## src/rtl/m_sequence_gen_prog.sv

```systemverilog
// Programmable M-sequence chip generator: run-time phase seek, chip hold,
// repetition count, continuous mode and abort.
module m_sequence_gen_prog #(
  parameter int unsigned       WIDTH  = 6,
  parameter logic [WIDTH-1:0]  POLY   = 6'b000011,
  parameter logic [WIDTH-1:0]  SEED   = 6'b101010,
  parameter int unsigned       HOLD_W = 4,
  parameter int unsigned       REP_W  = 8
) (
  input  logic              clkin,
  input  logic              rst,
  input  logic              start_i,
  output logic              ready_o,
  input  logic [WIDTH-1:0]  shift_i,
  input  logic [HOLD_W-1:0] hold_i,
  input  logic [REP_W-1:0]  reps_i,
  input  logic              abort_i,
  output logic              out_o,
  output logic              strobe_o,
  output logic              period_o,
  output logic              done_o
);

  if (SEED == '0) begin : g_seed_chk
    $error("m_sequence_gen_prog: SEED must be nonzero");
  end

  localparam logic [WIDTH-1:0]  N        = {WIDTH{1'b1}};
  localparam logic [WIDTH-1:0]  LAST     = {{(WIDTH-1){1'b1}}, 1'b0};
  localparam logic [WIDTH-1:0]  SEEK_ONE = WIDTH'(1);
  localparam logic [HOLD_W-1:0] HOLD_ONE = HOLD_W'(1);
  localparam logic [REP_W-1:0]  REP_ONE  = REP_W'(1);

  localparam logic [1:0] S_IDLE = 2'd0;
  localparam logic [1:0] S_SEEK = 2'd1;
  localparam logic [1:0] S_RUN  = 2'd2;

  logic [1:0]        state_q, state_d;
  logic [WIDTH-1:0]  lfsr_q, lfsr_d;
  logic [WIDTH-1:0]  seek_q, seek_d;
  logic [WIDTH-1:0]  chip_q, chip_d;
  logic [HOLD_W-1:0] hold_q, hold_d;
  logic [HOLD_W-1:0] hcnt_q, hcnt_d;
  logic [REP_W-1:0]  rem_q, rem_d;
  logic              done_q, done_d;

  logic [WIDTH-1:0]  lfsr_step;
  logic [WIDTH-1:0]  shift_eff;
  logic [HOLD_W-1:0] hold_eff;
  logic              run;

  assign lfsr_step = {^(POLY & lfsr_q), lfsr_q[WIDTH-1:1]};
  assign shift_eff = (shift_i == N) ? '0 : shift_i;
  assign hold_eff  = (hold_i == '0) ? HOLD_ONE : hold_i;

  always_comb begin
    state_d = state_q;
    lfsr_d  = lfsr_q;
    seek_d  = seek_q;
    chip_d  = chip_q;
    hold_d  = hold_q;
    hcnt_d  = hcnt_q;
    rem_d   = rem_q;
    done_d  = 1'b0;
    unique case (state_q)
      S_IDLE: begin
        if (start_i && !abort_i) begin
          lfsr_d  = SEED;
          seek_d  = shift_eff;
          hold_d  = hold_eff;
          hcnt_d  = hold_eff - HOLD_ONE;
          chip_d  = '0;
          rem_d   = reps_i;
          state_d = (shift_eff != '0) ? S_SEEK : S_RUN;
        end
      end
      S_SEEK: begin
        if (abort_i) begin
          state_d = S_IDLE;
        end else begin
          lfsr_d = lfsr_step;
          seek_d = seek_q - SEEK_ONE;
          if (seek_q == SEEK_ONE) state_d = S_RUN;
        end
      end
      S_RUN: begin
        if (abort_i) begin
          state_d = S_IDLE;
        end else if (hcnt_q == '0) begin
          // last cycle of a chip: advance to the next one
          lfsr_d = lfsr_step;
          hcnt_d = hold_q - HOLD_ONE;
          if (chip_q == LAST) begin
            chip_d = '0;
            if (rem_q == REP_ONE) begin
              state_d = S_IDLE;
              done_d  = 1'b1;
            end else if (rem_q != '0) begin
              rem_d = rem_q - REP_ONE;
            end
          end else begin
            chip_d = chip_q + SEEK_ONE;
          end
        end else begin
          hcnt_d = hcnt_q - HOLD_ONE;
        end
      end
      default: state_d = S_IDLE;
    endcase
  end

  always_ff @(posedge clkin) begin
    if (rst) begin
      state_q <= S_IDLE;
      lfsr_q  <= SEED;
      seek_q  <= '0;
      chip_q  <= '0;
      hold_q  <= '0;
      hcnt_q  <= '0;
      rem_q   <= '0;
      done_q  <= 1'b0;
    end else begin
      state_q <= state_d;
      lfsr_q  <= lfsr_d;
      seek_q  <= seek_d;
      chip_q  <= chip_d;
      hold_q  <= hold_d;
      hcnt_q  <= hcnt_d;
      rem_q   <= rem_d;
      done_q  <= done_d;
    end
  end

  assign run      = (state_q == S_RUN);
  assign ready_o  = (state_q == S_IDLE);
  assign out_o    = run & lfsr_q[0];
  assign strobe_o = run && (hcnt_q == hold_q - HOLD_ONE);
  assign period_o = strobe_o && (chip_q == '0);
  assign done_o   = done_q;

endmodule

```

## config.mk

```make
export PLATFORM = sky130hd
export DESIGN_NAME = m_sequence_gen_prog
export DESIGN_NICKNAME = d
export VERILOG_FILES = /design/src/rtl/m_sequence_gen_prog.sv
export SDC_FILE = /design/constraint.sdc
export NUM_CORES = 1
export LEC_CHECK = 0
export CORE_ASPECT_RATIO = 0.8
export CORE_MARGIN = 1
export CORE_UTILIZATION = 60
export DETAILED_ROUTE_END_ITERATION = 6
export PLACE_DENSITY = 0.83
export SETUP_SLACK_MARGIN = 0.02
export SYNTH_ARGS = -nofsm -noshare
export SYNTH_HDL_FRONTEND = slang
export SYNTH_SLANG_ARGS = --single-unit
```

## constraint.sdc

```tcl
create_clock -name clkin -period 3.5 [get_ports clkin]
set_clock_uncertainty 0.15 [all_clocks]
set_input_delay 0.7 -clock clkin [delete_from_list [all_inputs] [get_ports clkin]]
set_output_delay 0.7 -clock clkin [all_outputs]
set_load 0.01 [all_outputs]
```

# Yosys cells after proc, flatten, opt, wreduce, memory -nomap -nowiden
# Cells that the tools add are included.
[totals]
input_bits = 22
out_inout_bits = 5
register_bits = 37
elab_cells = 94
[classes]
reduce_logical = 22
mux = 36
bitwise = 4
addsub = 6
n_eq_ne = 18
[ops]
columns = ["cell", "n"]
rows = [
  ["$mux W6", 11],
  ["$mux W8", 6],
  ["$pmux W6 S2", 2],
  ["$pmux W6 S3", 1],
  ["$mux W2", 8],
  ["$mux W4", 4],
  ["$pmux W8 S2", 1],
  ["$eq A6 B6 Y1 const B", 2],
  ["$sub A4 B1 Y4 const B", 3],
  ["$reduce_and A5 Y1", 2],
  ["$ne A3 B2 Y1 const B", 3],
  ["$eq A8 B1 Y1 const B", 1],
  ["$logic_not A4 Y1", 2],
  ["$ne A2 B1 Y1 const B", 4],
  ["$pmux W4 S2", 1],
  ["$reduce_bool A8 Y1", 1],
  ["$sub A8 B1 Y8 const B", 1],
  ["$reduce_and A7 Y1", 1],
  ["$add A6 B1 Y6 const B", 1],
  ["$eq A6 B1 Y1 const B", 1],
  ["$logic_not A6 Y1", 1],
  ["$ne A2 B2 Y1 const B", 3],
  ["$pmux W2 S3", 1],
  ["$reduce_and A3 Y1", 2],
  ["18 further kinds", 23],
]

# Logic depth before layout (Yosys ltp)
# Gate-level depths: netlist (run 1).
[depth]
ltp_word = 7
depth_mapped = 9
ltp_nobuf = 7

# Least setup slack after synthesis (run 1)
# OpenSTA, ideal clock, no wires.
[synth_path]
kind = "register to output"
start = "register state_q[0]"
end = "output port period_o"
path_buffers = 1
path_stages_with_launch = 7
path_slack_ns = 1.058
t_arrival_ns = 1.592
path_cell_list = "dfxtp_1 inv_1 ha_1 clkbuf_1 nand3_1 nor3_1 and3_1"
[synth_between]
elab_chain_cells = 3
[synth_rtl]
columns = ["element", "line_no", "text"]
rows = [
  ["start, declared", "38", "logic [1:0] state_q, state_d;"],
  ["start signal, assigned", "123", "state_q <= state_d;"],
  ["$eq A2 B2 Y1", "134", "assign run = (state_q == S_RUN);"],
  ["$logic_and A1 B1 Y1", "137", "assign strobe_o = run && (hcnt_q == hold_q - HOLD_ONE);"],
  ["net strobe_o", "19", "output logic strobe_o,"],
  ["$logic_and A1 B1 Y1", "138", "assign period_o = strobe_o && (chip_q == '0);"],
  ["end, declared", "20", "output logic period_o,"],
]
# The timed path passes the listed nets, and every way through them passes these cells.

# Worst setup path after layout (run 1)
[layout_path]
start = "register hold_q[0]"
end = "output port period_o"
[layout_between]
elab_chain_cells = 4
[layout_rtl]
columns = ["element", "line_no", "text"]
rows = [
  ["start, declared", "42", "logic [HOLD_W-1:0] hold_q, hold_d;"],
  ["start signal, assigned", "127", "hold_q <= hold_d;"],
  ["$sub A4 B1 Y4", "137", ""],
  ["$eq A4 B4 Y1", "137", ""],
  ["$logic_and A1 B1 Y1", "137", ""],
  ["$logic_and A1 B1 Y1", "138", ""],
]
# Every way passes these cells.

==> results.py, run 1 <==
metrics = {
    "power_and_ir_drop": {
        "powerDensity_nw_per_um2": 370.7,
        "p_leak_nw": 1.051,
        "power_mw": 1.003,
        "peakVddDrop_mv": 0.3040,
    },
    "yosys": {
        "async_flop_share_pct": 0,
        "synthTopCellsByCount": "dfxtp_1, nor2_1, a21oi_1, inv_1, nand2_1",
        "netlist.area_leader.share_pct": 31.74,
        "yosysTopAreaCell": "dfxtp_1",
        "ys_ff_latch": 37,
        "netlist_top_cells_area": "dfxtp_1, ha_1, nor2_1",
        "ys_types": 52,
        "seq_area_frac_synth_pct": 31.74,
        "synth_flop_cell": "dfxtp_1",
        "syn_inst": 296,
        "synth_fp_nets": 333,
        "yosys.cell_count.top_type": "dfxtp_1",
        "synth_area_per_cell_um2": 7.883,
        "synth_edf_count": 0,
        "syn_area_um2": 2333,
        "yosys_warnings": 0,
    },
    "sta": {
        "setup_slack_ps": 395.2,
        "max_slew_margin_pct": 58.52,
        "rsz0062_at_grt": "false",
        "hold_viol_final": 0,
        "tns_ps": 0,
        "max_freq_mhz": 322.1,
        "slew_viol_final": 0,
        "post-route-period-util_pct": 88.71,
        "post-route-min-period_ps": 3105,
        "worst_pin_slew_ps": 622.2,
        "setup_violations": 0,
    },
    "clocking": {
        "htreeDepth": 2,
        "clock_latency_ps": 290,
        "post_cts_resized": 0,
        "clkSinkCount": 37,
        "cts_root_buffer": "clkbuf_8",
        "clk_pin_slew_ps": 80,
        "cts_setup_buffers": 0,
        "cts.hold.buffers_added": 0,
        "cts_buffers": 5,
        "cts_tree": "built",
        "clock_path_buffers": 2,
    },
    "floorplanning": {
        "die_area_um2": 4144,
        "row_count": 19,
        "core_um2": 3566,
        "die_w_um": 71.73,
        "die_h_um": 57.78,
        "start_util_pct": 65.44,
        "io_pins": 27,
    },
    "placed_design": {
        "io_buffers": 26,
        "detailed_place.area_um2": 2620,
        "routabilityCongestion": 0.8973,
        "pre_cts_slack_ps": 669.9,
        "hpwl_um": 3793,
    },
    "setup_path": {
        "ff2ff_setup_slack_ps": 820,
        "cp-start-kind": "flop",
        "critical_path_required_ps": 2650,
        "endpoint_kind": "output pin",
        "critPathArrivalTime_ps": 2250,
        "worstSetupPathType": "reg2out",
        "cp_max_fo": 4,
    },
    "final_layout": {
        "nNetsFinal": 357,
        "postLayoutCellArea_um2": 2706,
        "antennaDiodeCount": 0,
        "drive_gt1_share_pct": 5.607,
        "area_growth_pct": 15.98,
    },
    "drt": {
        "wl_um": 5272,
        "first_iter_violations": 134,
        "vias_per_cell": 6.096,
        "antenna_left": 0,
        "drcViolationCount": 0,
        "wire_per_inst_um": 14.52,
        "vias": 2213,
        "drt_pass1_iterations": 5,
    },
    "min_path": {
        "hold_class": "reg2reg",
    },
    "run": {
        "drv_cap": 0,
    },
    "global_route": {
        "antenna_found_initial": 0,
        "overflow": 0,
        "grt_usage_pct": 27.88,
        "grt_pass1_vias": 2038,
        "grt_pass1_wl_um": 9225,
        "grt_max_degree": 23,
    },
    "status": {
        "status": "finished, final reports clean",
    },
}
==> critical path, stage by stage, from the launching register on <==
cell and delay, ps:
dfxtp_1 400, inv_1 90, ha_1 310, xor2_1 140, nand3_1 90, nor3_1 210
and3_1 190, clkdlybuf4s50_1 530
==> cell usage in the layout (no fill, tap or decap), drive strengths merged, types with 6 or more instances in the layout <==
cell and n:
a21oi 25, and3 7, clkdlybuf4s50 26, dfxtp 37, ha 15, inv 20, nand2 20, nand2b 8
nand3 11, nor2 34, nor3 9, nor4 6, o21ai 12, xnor2 6, xor2 8
==> final timing paths <==
kind                            cells past startpoint      start   endpoint
worst min register to register                      2  lfsr_q[5]  lfsr_q[4]
worst max register to register                      7  hcnt_q[0]   rem_q[4]
worst min-delay path                                2  lfsr_q[5]  lfsr_q[4]
worst max-delay path                                7  hold_q[0]   period_o
==> sequential cells by signal (all words and copies together), names as in the netlist <==
name     flops
hcnt_q       4
hold_q       4
rem_q        8
chip_q       6
seek_q       6
done_o       1
state_q      2
lfsr_q       6
==> cells by family (layout without fill, tap and decap cells) <==
group	Yosys count	in the layout	share of synthesized area (%)
adder cells (fa/ha/maj)	15	15	8.043
buffers and inverters	33	58	5.630
AO/OA/AOI/OAI	76	76	21.50
XOR/XNOR	14	14	5.255
flip-flops	37	37	31.74
AND/OR/NAND/NOR	116	116	25.68
multiplexers	5	5	2.145
==> layout make-up <==
class / instances / area (µm²)
Clock buffer: 5 / 68.82
Clock inverter: 3 / 17.52
Fill cell: 266 / 859.6
Inverter: 20 / 75.07
Multi-Input combinational cell: 226 / 1461
Sequential cell: 37 / 740.7
Tap cell: 42 / 52.55
Timing Repair Buffer: 30 / 290.3
==> report_power, final <==
part	switching, mW	leakage (nW)	internal [mW]
Clock	0.163	0.0439	0.138
Combinational	0.132	0.706	0.105
Sequential	0.0225	0.302	0.443
Total	0.317	1.05	0.686
==> per-layer routing <==
layer	up-vias	wire length [µm]	global-route usage (%)
li1	1111	-	-
met1	1011	2564	38.96
met2	82	2339	43.53
met3	9	303	5.739
met4	0	65	8.683
met5	-	0	0
==> per-stage QoR <==
stage,cells,hold slack [ps],utilization (%)
after CTS,363,323.7,75.89
after detailed placement,355,312.8,73.47
final,363,320.4,75.89
after global placement,355,304.1,73.47
after floorplan,296,290.9,-
after global routing,363,335.5,75.89
Note: power is estimated with default switching activity, not from simulation.
==> run 2: changes to the inputs <==
--- a/config.mk
+++ b/config.mk
@@ -7,9 +7,10 @@
 export LEC_CHECK = 0
 export CORE_ASPECT_RATIO = 0.8
 export CORE_MARGIN = 1
-export CORE_UTILIZATION = 60
+export CORE_UTILIZATION = 56
 export DETAILED_ROUTE_END_ITERATION = 6
-export PLACE_DENSITY = 0.83
+export HOLD_SLACK_MARGIN = 0.15
+export PLACE_DENSITY = 0.78
 export SETUP_SLACK_MARGIN = 0.02
 export SYNTH_ARGS = -nofsm -noshare
 export SYNTH_HDL_FRONTEND = slang
==> constraint.sdc (replaced) <==
create_clock -name clkin -period 3.5 [get_ports clkin]
set_clock_uncertainty 0.15 [all_clocks]
set_input_delay 0.7 -clock clkin [delete_from_list [all_inputs] [get_ports clkin]]
set_output_delay 0.7 -clock clkin [all_outputs]
set_load 0.005 [all_outputs]
==> run 2 against run 1 <==
Utilization is 6.1 points lower. Largest power group unchanged. First-iteration DRC count decreased by 4.5%. Highest routed layer unchanged. Via count down 1.3%. Largest cell class unchanged. Sequential power hardly changed.
==> results.py, run 2 (synthesis gave the netlist of run 1 again) <==
metrics = {
    "power_and_ir_drop": {
        "swShare_pct": 30.11,
        "seqPwrFrac_pct": 46.2,
        "p_int_uw": 704.6,
        "clkPwrFrac_pct": 30.5,
        "p_leak_nw": 1.051,
        "powerDensity_nw_per_um2": 369.8,
        "peakVddDrop_mv": 0.3850,
        "p_sw_uw": 303.5,
        "comb_power_share_pct": 23.4,
    },
    "final_layout": {
        "largest_reg_flops": 8,
        "antennaDiodeCount": 0,
        "final_cell_mix": "dfxtp_1, nor2_1, clkdlybuf4s50_1",
        "area.sequential_um2": 740.7,
        "fin_util_pct": 69.84,
        "area_growth_pct": 16.84,
        "multi_input_area_um2": 1461,
        "nNetsFinal": 357,
        "final_cells": 375,
        "final_common_cell": "dfxtp_1",
        "drive_gt1_share_pct": 5.313,
        "fillCellCount": 325,
        "largest-register": "rem_q",
    },
    "sta": {
        "max_freq_mhz": 318.1,
        "slew_viol_final": 0,
        "tns_ps": 0,
        "rsz0062_at_grt": "false",
        "worst_pin_slew_ps": 584.2,
        "post-route-min-period_ps": 3143,
        "hold_viol_final": 0,
        "max_slew_margin_pct": 61.06,
        "holdWs_ps": 322.6,
        "post-route-period-util_pct": 89.81,
        "setup_slack_ps": 356.5,
        "setup_violations": 0,
    },
    "clocking": {
        "cts.hold.buffers_added": 0,
        "htreeDepth": 2,
        "cts_buffers": 5,
        "post_cts_resized": 0,
        "clock_path_buffers": 2,
        "cts_setup_buffers": 0,
        "clkSinkCount": 37,
        "cts_root_buffer": "clkbuf_8",
        "clk_pin_slew_ps": 80,
        "clock_latency_ps": 300,
        "cts_tree": "built",
    },
    "drt": {
        "drcViolationCount": 0,
        "wl_um": 5259,
        "drt_pass1_iterations": 5,
        "vias_per_cell": 5.827,
        "wire_per_inst_um": 14.02,
        "first_iter_violations": 128,
        "vias": 2185,
        "antenna_left": 0,
    },
    "placed_design": {
        "routabilityCongestion": 0.8423,
        "dpl.cell_count": 368,
        "io_buffers": 26,
        "pre_cts_slack_ps": 677.3,
        "hpwl_um": 3823,
    },
    "global_route": {
        "grt.busiest_layer": "met2",
        "use_met2_pct": 40.13,
        "grtUsageMet3_pct": 4.553,
        "overflow": 0,
        "grt_max_degree": 36,
        "antenna_found_initial": 0,
        "grt_usage_pct": 26.09,
        "grt_pass1_vias": 1886,
        "grt_util_met1_pct": 36.30,
        "grt_pass1_wl_um": 8631,
    },
    "setup_path": {
        "cp_max_fo": 4,
        "cp-start-kind": "flop",
        "critical_path_required_ps": 2650,
        "critPathArrivalTime_ps": 2290,
        "endpoint_kind": "output pin",
        "worstSetupPathType": "reg2out",
    },
    "floorplanning": {
        "io_pins": 27,
        "core_um2": 3904,
        "die_h_um": 59.74,
        "die_area_um2": 4431,
        "row_count": 20,
        "die_w_um": 74.17,
        "start_util_pct": 59.78,
    },
    "run": {
        "drv_cap": 0,
    },
    "min_path": {
        "hold_class": "reg2reg",
    },
    "status": {
        "status": "finished, final reports clean",
    },
}
## run 2: changes by cell type in the layout (fill, tap and decap cells not counted), sizes merged
cell,delta
clkinv,-2
clkbuf,+1
## run 2: path summary, 6_finish.rpt
check	startpoint	to	slack, ps	depth (start not counted)
worst max register to register	hcnt_q[0]	rem_q[4]	900	7
worst min-delay path	lfsr_q[3]	lfsr_q[2]	320	2
worst min register to register	lfsr_q[3]	lfsr_q[2]	320	2
worst max-delay path	hold_q[0]	period_o	360	7
## run 2: critical path: stages (launching register included)
cell and delay (ps):
dfxtp_1 390, inv_1 80, ha_1 320, xor2_1 150, nand3_1 80, nor3_1 250
and3_1 210, clkdlybuf4s50_1 520
## run 2: power by group through the flow
stage | registers (mW) | logic (mW) | clock network, mW
floorplan | 0.469 | 0.170 | 0
global placement | 0.474 | 0.230 | 0
detailed placement | 0.475 | 0.231 | 0
CTS | 0.465 | 0.234 | 0.315
global route | 0.469 | 0.262 | 0.330
finish | 0.466 | 0.235 | 0.307
## run 2: through the flow
| step | power [mW] | cell area, µm² |
|---|---|---|
| detailed placement | 0.7061 | 2636 |
| global placement | 0.7038 | 2636 |
| floorplan | 0.6387 | 2333 |
| finish | 1.008 | 2726 |
| CTS | 1.014 | 2726 |
| global route | 1.060 | 2726 |
## run 2: layout make-up
cell class	instances	share of cell area, %
Multi-Input combinational cell	226	53.60
Sequential cell	37	27.17
Timing Repair Buffer	30	10.65
Clock buffer	6	3.029
Inverter	20	2.754
Tap cell	55	2.524
Clock inverter	1	0.2754
## run 2: routing by layer
metal / share of wire [%] / vias to the layer above
li1: - / 1115
met1: 49 / 980
met2: 42 / 80
met3: 6.6 / 10
met4: 1.7 / 0
met5: 0 / -
